## src/rtl/ppg_pkg.sv

```systemverilog
// ppg_pkg -- shared constants, FSM state type and midpoint helper for the
// PPG AC/DC extractor.
//   ADC_W   : width of one ADC sample (8)
//   CNT_W   : width of the window sample counter (10)
//   state_t : acquisition FSM state (IDLE / ACQ)
package ppg_pkg;

  localparam int ADC_W = 8;
  localparam int CNT_W = 10;

  typedef enum logic {
    IDLE = 1'b0,
    ACQ  = 1'b1
  } state_t;

  // (a+b)>>1 with a carry bit so that 255+255 does not wrap.
  function automatic logic [ADC_W-1:0] midpoint(input logic [ADC_W-1:0] a,
                                                input logic [ADC_W-1:0] b);
    logic [ADC_W:0] sum;
    sum = {1'b0, a} + {1'b0, b};
    return ADC_W'(sum >> 1);
  endfunction

endpackage

```

## src/rtl/ppg_minmax_tracker.sv

```systemverilog
// ppg_minmax_tracker -- running maximum/minimum of one ADC channel.
// Ports:
//   clk, rst  : rising-edge clock, asynchronous active-high reset
//   start     : the sample presented with valid is the first of a window
//   valid     : a sample is accepted this cycle
//   sample    : ADC sample
//   max, min  : extremes of the window INCLUDING this cycle's sample, so the
//               parent can capture a finished window on the same edge that
//               accepts its last sample.
module ppg_minmax_tracker
  import ppg_pkg::*;
(
  input  logic             clk,
  input  logic             rst,
  input  logic             start,
  input  logic             valid,
  input  logic [ADC_W-1:0] sample,
  output logic [ADC_W-1:0] max,
  output logic [ADC_W-1:0] min
);

  logic [ADC_W-1:0] max_q, max_d;
  logic [ADC_W-1:0] min_q, min_d;

  always_comb begin
    max_d = max_q;
    min_d = min_q;
    if (valid) begin
      if (start) begin
        // First sample of a window seeds both trackers directly.
        max_d = sample;
        min_d = sample;
      end else begin
        if (sample > max_q) max_d = sample;
        if (sample < min_q) min_d = sample;
      end
    end
  end

  always_ff @(posedge clk or posedge rst) begin
    if (rst) begin
      max_q <= '0;
      min_q <= '0;
    end else begin
      max_q <= max_d;
      min_q <= min_d;
    end
  end

  assign max = max_d;
  assign min = min_d;

endmodule

```

## src/rtl/ppg_ac_dc_extractor.sv

```systemverilog
// ppg_ac_dc_extractor -- per-window AC (max-min) and DC ((max+min)>>1)
// extraction for a RED/IR PPG sample stream.
// Parameters:
//   WINDOW_SAMPLES : accepted samples per window (2..1023)
// Ports:
//   CLK, RST                    : rising-edge clock, asynchronous active-high reset
//   Enable                      : high = acquire, low = idle
//   Sample_valid                : one-cycle strobe for RED_ADC_Value/IR_ADC_Value
//   Result_ready                : downstream consumes the result
//   Result_valid                : result registers hold an unconsumed result
//   RED_AC/RED_DC/IR_AC/IR_DC   : registered window results
//   Overrun                     : sticky, a completed window was dropped
//   RED_SAT/IR_SAT              : (only with PPG_SATURATION_FLAG_EN) a sample
//                                 of the window was 0 or full scale
// Build option: define PPG_SATURATION_FLAG_EN to add the saturation flags.
module ppg_ac_dc_extractor
  import ppg_pkg::*;
#(
  parameter int WINDOW_SAMPLES = 200
) (
  input  logic             CLK,
  input  logic             RST,
  input  logic             Enable,
  input  logic             Sample_valid,
  input  logic [ADC_W-1:0] RED_ADC_Value,
  input  logic [ADC_W-1:0] IR_ADC_Value,
  input  logic             Result_ready,
  output logic             Result_valid,
  output logic [ADC_W-1:0] RED_AC,
  output logic [ADC_W-1:0] RED_DC,
  output logic [ADC_W-1:0] IR_AC,
  output logic [ADC_W-1:0] IR_DC,
`ifdef PPG_SATURATION_FLAG_EN
  output logic             RED_SAT,
  output logic             IR_SAT,
`endif
  output logic             Overrun
);

  localparam int NCH = 2;  // channel 0 = RED, channel 1 = IR
  localparam logic [CNT_W-1:0] LAST_IDX = CNT_W'(WINDOW_SAMPLES - 1);

  state_t           state_q, state_d;
  logic [CNT_W-1:0] cnt_q, cnt_d;
  logic             rv_q, rv_d;
  logic             ovr_q, ovr_d;
  logic [ADC_W-1:0] ac_q [NCH];
  logic [ADC_W-1:0] ac_d [NCH];
  logic [ADC_W-1:0] dc_q [NCH];
  logic [ADC_W-1:0] dc_d [NCH];

  logic             accept;
  logic             win_start;
  logic             win_done;
  logic             load;
  logic [ADC_W-1:0] chan_sample [NCH];
  logic [ADC_W-1:0] chan_max    [NCH];
  logic [ADC_W-1:0] chan_min    [NCH];

  assign chan_sample[0] = RED_ADC_Value;
  assign chan_sample[1] = IR_ADC_Value;

  // Samples are taken only while acquiring and still enabled; the cycle in
  // which Enable drops already belongs to the idle period.
  assign accept    = (state_q == ACQ) && Enable && Sample_valid;
  assign win_start = (cnt_q == '0);
  assign win_done  = accept && (cnt_q == LAST_IDX);
  // A finished window is captured unless an unconsumed result is still held.
  assign load      = win_done && (!rv_q || Result_ready);

  generate
    for (genvar gi = 0; gi < NCH; gi++) begin : g_chan
      ppg_minmax_tracker u_tracker (
        .clk    (CLK),
        .rst    (RST),
        .start  (win_start),
        .valid  (accept),
        .sample (chan_sample[gi]),
        .max    (chan_max[gi]),
        .min    (chan_min[gi])
      );

      always_comb begin
        ac_d[gi] = ac_q[gi];
        dc_d[gi] = dc_q[gi];
        if (load) begin
          ac_d[gi] = chan_max[gi] - chan_min[gi];
          dc_d[gi] = midpoint(chan_max[gi], chan_min[gi]);
        end
      end
    end
  endgenerate

  always_comb begin
    state_d = state_q;
    case (state_q)
      IDLE:    if (Enable)  state_d = ACQ;
      ACQ:     if (!Enable) state_d = IDLE;
      default: state_d = IDLE;
    endcase

    // Any idle cycle throws away a partial window.
    cnt_d = '0;
    if ((state_q == ACQ) && Enable) begin
      cnt_d = cnt_q;
      if (accept) cnt_d = win_done ? '0 : cnt_q + CNT_W'(1);
    end

    rv_d = rv_q;
    if (load)                      rv_d = 1'b1;
    else if (rv_q && Result_ready) rv_d = 1'b0;

    ovr_d = ovr_q | (win_done && rv_q && !Result_ready);
  end

  always_ff @(posedge CLK or posedge RST) begin
    if (RST) begin
      state_q <= IDLE;
      cnt_q   <= '0;
      rv_q    <= 1'b0;
      ovr_q   <= 1'b0;
      for (int c = 0; c < NCH; c++) begin
        ac_q[c] <= '0;
        dc_q[c] <= '0;
      end
    end else begin
      state_q <= state_d;
      cnt_q   <= cnt_d;
      rv_q    <= rv_d;
      ovr_q   <= ovr_d;
      for (int c = 0; c < NCH; c++) begin
        ac_q[c] <= ac_d[c];
        dc_q[c] <= dc_d[c];
      end
    end
  end

  assign Result_valid = rv_q;
  assign Overrun      = ovr_q;
  assign RED_AC       = ac_q[0];
  assign RED_DC       = dc_q[0];
  assign IR_AC        = ac_q[1];
  assign IR_DC        = dc_q[1];

`ifdef PPG_SATURATION_FLAG_EN
  logic [NCH-1:0] sat_q, sat_d;          // running per-window flag
  logic [NCH-1:0] res_sat_q, res_sat_d;  // flag registered with the result

  always_comb begin
    sat_d     = sat_q;
    res_sat_d = res_sat_q;
    for (int c = 0; c < NCH; c++) begin
      if (accept) begin
        sat_d[c] = (win_start ? 1'b0 : sat_q[c]) |
                   (chan_sample[c] == '0) | (chan_sample[c] == '1);
      end
    end
    if (load) res_sat_d = sat_d;
  end

  always_ff @(posedge CLK or posedge RST) begin
    if (RST) begin
      sat_q     <= '0;
      res_sat_q <= '0;
    end else begin
      sat_q     <= sat_d;
      res_sat_q <= res_sat_d;
    end
  end

  assign RED_SAT = res_sat_q[0];
  assign IR_SAT  = res_sat_q[1];
`endif

endmodule

```

## config.mk

```make
export PLATFORM = sky130hd
export DESIGN_NAME = ppg_ac_dc_extractor
export DESIGN_NICKNAME = d
export VERILOG_FILES = /design/src/rtl/ppg_pkg.sv /design/src/rtl/ppg_minmax_tracker.sv /design/src/rtl/ppg_ac_dc_extractor.sv
export SDC_FILE = /design/constraint.sdc
export NUM_CORES = 1
export LEC_CHECK = 0
export BUFFER_PORTS_ARGS = -buffer_cell sky130_fd_sc_hd__buf_2
export CORE_UTILIZATION = 45
export CTS_CLUSTER_SIZE = 25
export DETAILED_ROUTE_END_ITERATION = 16
export PLACE_DENSITY_LB_ADDON = 0.15
export REMOVE_ABC_BUFFERS = 1
export SYNTH_ARGS = -nofsm -noshare
export SYNTH_HDL_FRONTEND = slang
export SYNTH_SLANG_ARGS = --single-unit
```

## constraint.sdc

```tcl
create_clock -name CLK -period 7.3 [get_ports CLK]
set_clock_uncertainty 0.1 [all_clocks]
set_input_delay 0.73 -clock CLK [delete_from_list [all_inputs] [get_ports CLK]]
set_output_delay 0.73 -clock CLK [all_outputs]
set_load 0.05 [all_outputs]
```

==> flow_metrics.py <==
metrics = {
    "placed_design": {
        "place.gp.congestion": 0.813,
        "port_buffers": 54,
        "post_dp_cell_area_sq_um": 5650,
        "dpl.cell_count": 761,
        "place_hpwl_um": 8480,
    },
    "worst_setup_path": {
        "crit_path_max_fanout": 11,
        "worstRegToRegCells": 15,
        "r2r-start": "cnt_q[0]",
        "cp.arrival_ps": 4530,
        "cp.required_ps": 7400,
        "crit_path_end_kind": "flip-flop",
        "path_class": "reg2reg",
        "r2r-end": "RED_DC[6]",
        "r2r_slack_ps": 2880,
        "crit_path_start": "cnt_q[0]",
        "start_kind": "flip-flop",
    },
    "grt": {
        "grt_pass1_wl_um": 18800,
        "gr-usage-all-layers_pct": 20.5,
        "grt_max_degree": 78,
        "antenna_found_initial": 0,
        "grt_pass1_vias": 3985,
        "grt.overflow.total": 0,
    },
    "cells_and_area": {
        "fin_nets": 715,
        "instances_no_fill": 776,
        "final_core_util_pct": 52.3,
        "area.growth.synth_to_final_pct": 13.3,
        "final_cell_area_sq_um": 5940,
        "diodes": 0,
        "drive_gt1_share_pct": 15.5,
    },
    "floorplan": {
        "core_sq_um": 11400,
        "fp.dieW_um": 110,
        "io_pins": 55,
        "dieArea_sq_um": 12100,
        "row_count": 39,
        "start_util_pct": 46.1,
        "die_h_um": 110,
    },
    "sta": {
        "fmax_mhz": 226,
        "slew_headroom_pct": 32.6,
        "whs_ps": 373,
        "timing.final.crit_share_pct": 60.6,
        "finalSetupTns_ps": 0,
        "hold_viol": 0,
        "worstMarginPinSlew_ps": 1010,
        "slew_violations": 0,
        "rsz0062_at_grt": "false",
        "min_period_ps": 4420,
        "finalSetupViolCount": 0,
    },
    "synthesis": {
        "synth.top_cell.area_share_pct": 36.7,
        "yosys.cell_types.count": 51,
        "synth-edff-count": 0,
        "ys_warn_count": 0,
        "synth_area_leaders": "dfrtp_1 37%, ha_1 15%, o21ai_0 5.1%, inv_1 4.7%, nand2_1 4.3%",
        "avgSynthCellArea_sq_um": 9.07,
        "yosys.area.top_type": "dfrtp_1",
        "synth_seq_cells": 77,
        "synth_area_sq_um": 5240,
        "async_flop_share_pct": 100,
        "ys.flop_type": "dfrtp_1",
        "syn_inst": 578,
        "ys_seq_area_share_pct": 36.7,
    },
    "route": {
        "drc": 0,
        "wl_per_cell_um": 14.5,
        "drt_iter0_drc": 248,
        "drt_pass1_iterations": 4,
        "num_vias": 4155,
        "wl_um": 11300,
        "via_per_inst": 5.35,
        "drtAntennaViolNets": 0,
    },
    "cts": {
        "clockBufferDepth": 2,
        "clock_sinks": 77,
        "cts-resized-gates": 0,
        "post_cts_buffers": 0,
        "htreeDepth": 3,
        "cts_tree": "built",
        "cts.clk_slew.worst_paths_ps": 60,
        "clkLatencyLatePin_ps": 340,
        "cts_root_buf": "clkbuf_16",
        "cts_buffers": 9,
        "ctsHoldBuffers": 0,
    },
    "pwr": {
        "p_leak_nw": 3.00,
        "irDropWorstVdd_mv": 0.132,
        "p_clk_share_pct": 28.4,
        "power_frac_seq_pct": 31.0,
        "power-per-cell-area_nw_per_um2": 268,
        "p_sw_uw": 570,
        "swShare_pct": 35.8,
        "p_comb_share_pct": 40.6,
        "intPower_mw": 1.02,
    },
    "run": {
        "cap_violations": 0,
    },
    "min_path": {
        "hold_path_end": "RED_AC[7]",
        "min_path_cells": 2,
        "min_path_type": "reg2reg",
        "worstHoldStart": "RED_AC[7]",
    },
    "run_status": {
        "status": "finished clean",
    },
}
[how the worst max path moves through the flow]
stage	depth (start not counted)	to
after floorplan	14	IR_DC[5]
after global routing	15	RED_DC[6]
final	15	RED_DC[6]
after CTS	15	RED_DC[6]
after global placement	17	IR_AC[7]
after detailed placement	17	IR_AC[7]
[per-layer routing]
layer  GRT usage (%)  vias to the layer above  wire length [um]
met5               0                        -                 0
met4            8.00                        0               234
met3            3.79                       16               366
met2            33.9                       68              5270
met1            26.4                     1964              5390
li1                -                     2107                 -
[power groups by stage]
stage / Clock [mW] / Combinational [mW] / Sequential [mW]
2_1_floorplan: 0 / 0.508 / 0.496
3_3_place_gp: 0 / 0.637 / 0.501
3_5_place_dp: 0 / 0.647 / 0.502
4_1_cts: 0.463 / 0.653 / 0.495
5_1_grt: 0.484 / 0.743 / 0.501
6_report: 0.452 / 0.647 / 0.495
[critical path, stage by stage, from the launching register on]
cell	delay [ps]
dfrtp_1	410
inv_1	70
ha_1	120
or4b_1	480
nor3_4	430
o31a_1	240
o31a_1	450
nor2_1	80
a21oi_1	380
inv_1	150
ha_1	330
a21oi_1	230
o31ai_1	140
a311oi_1	410
xor2_1	190
o21ai_1	80
[layout by cell type (no fill, tap or decap), drive strengths merged, types with 7 or more instances in the layout]
master / netlist / final
a21o: 8 / 8
a21oi: 36 / 36
and3: 9 / 9
buf: 4 / 58
clkbuf: 14 / 14
dfrtp: 77 / 77
ha: 61 / 61
inv: 65 / 64
mux2: 17 / 17
mux2i: 7 / 7
nand2: 60 / 60
nand3: 13 / 13
nand4: 10 / 10
nor2: 37 / 37
nor3: 7 / 7
o21ai: 63 / 63
o21bai: 7 / 7
o31ai: 9 / 9
xnor2: 16 / 16
xor2: 10 / 10
[registers in the layout, indices dropped and copies added, names as in the netlist]
name,flops
Result_valid,1
g_chan.u_tracker.max_q,16
RED_DC,8
IR_DC,8
cnt_q,10
g_chan.u_tracker.min_q,16
RED_AC,8
IR_AC,8
state_q,1
Overrun,1
[synth_stat cells, drive strengths merged, types with 13 or more instances]
master  count
a21oi      36
mux2       17
nand3      13
dfrtp      77
o21ai      63
ha         61
nand2      60
clkbuf     14
inv        65
nor2       37
xnor2      16
[logic make-up after synthesis]
logic type	after synthesis	synth area share (%)
AO/OA/AOI/OAI	151	18.1
XOR/XNOR	26	4.34
adder cells (fa/ha/maj)	65	16.1
buffers and inverters	83	6.23
flip-flops	77	36.7
multiplexers	24	4.99
AND/OR/NAND/NOR	152	13.5
[layout make-up]
cell class,instances,area (sq um)
Timing Repair Buffer,58,300
Inverter,65,245
Multi-Input combinational cell,418,3000
Clock buffer,14,264
Sequential cell,77,1930
Clock inverter,1,30.0
Tap cell,143,179
Fill cell,1061,5430
[stage by stage]
| stage | setup slack [ps] | total power [mW] |
|---|---|---|
| after CTS | 2860 | 1.61 |
| after detailed placement | 2710 | 1.15 |
| after global routing | 2430 | 1.73 |
| final | 2880 | 1.59 |
| after global placement | 2840 | 1.14 |
| after floorplan | 3090 | 1.00 |
(Power assumes the default switching activity.)
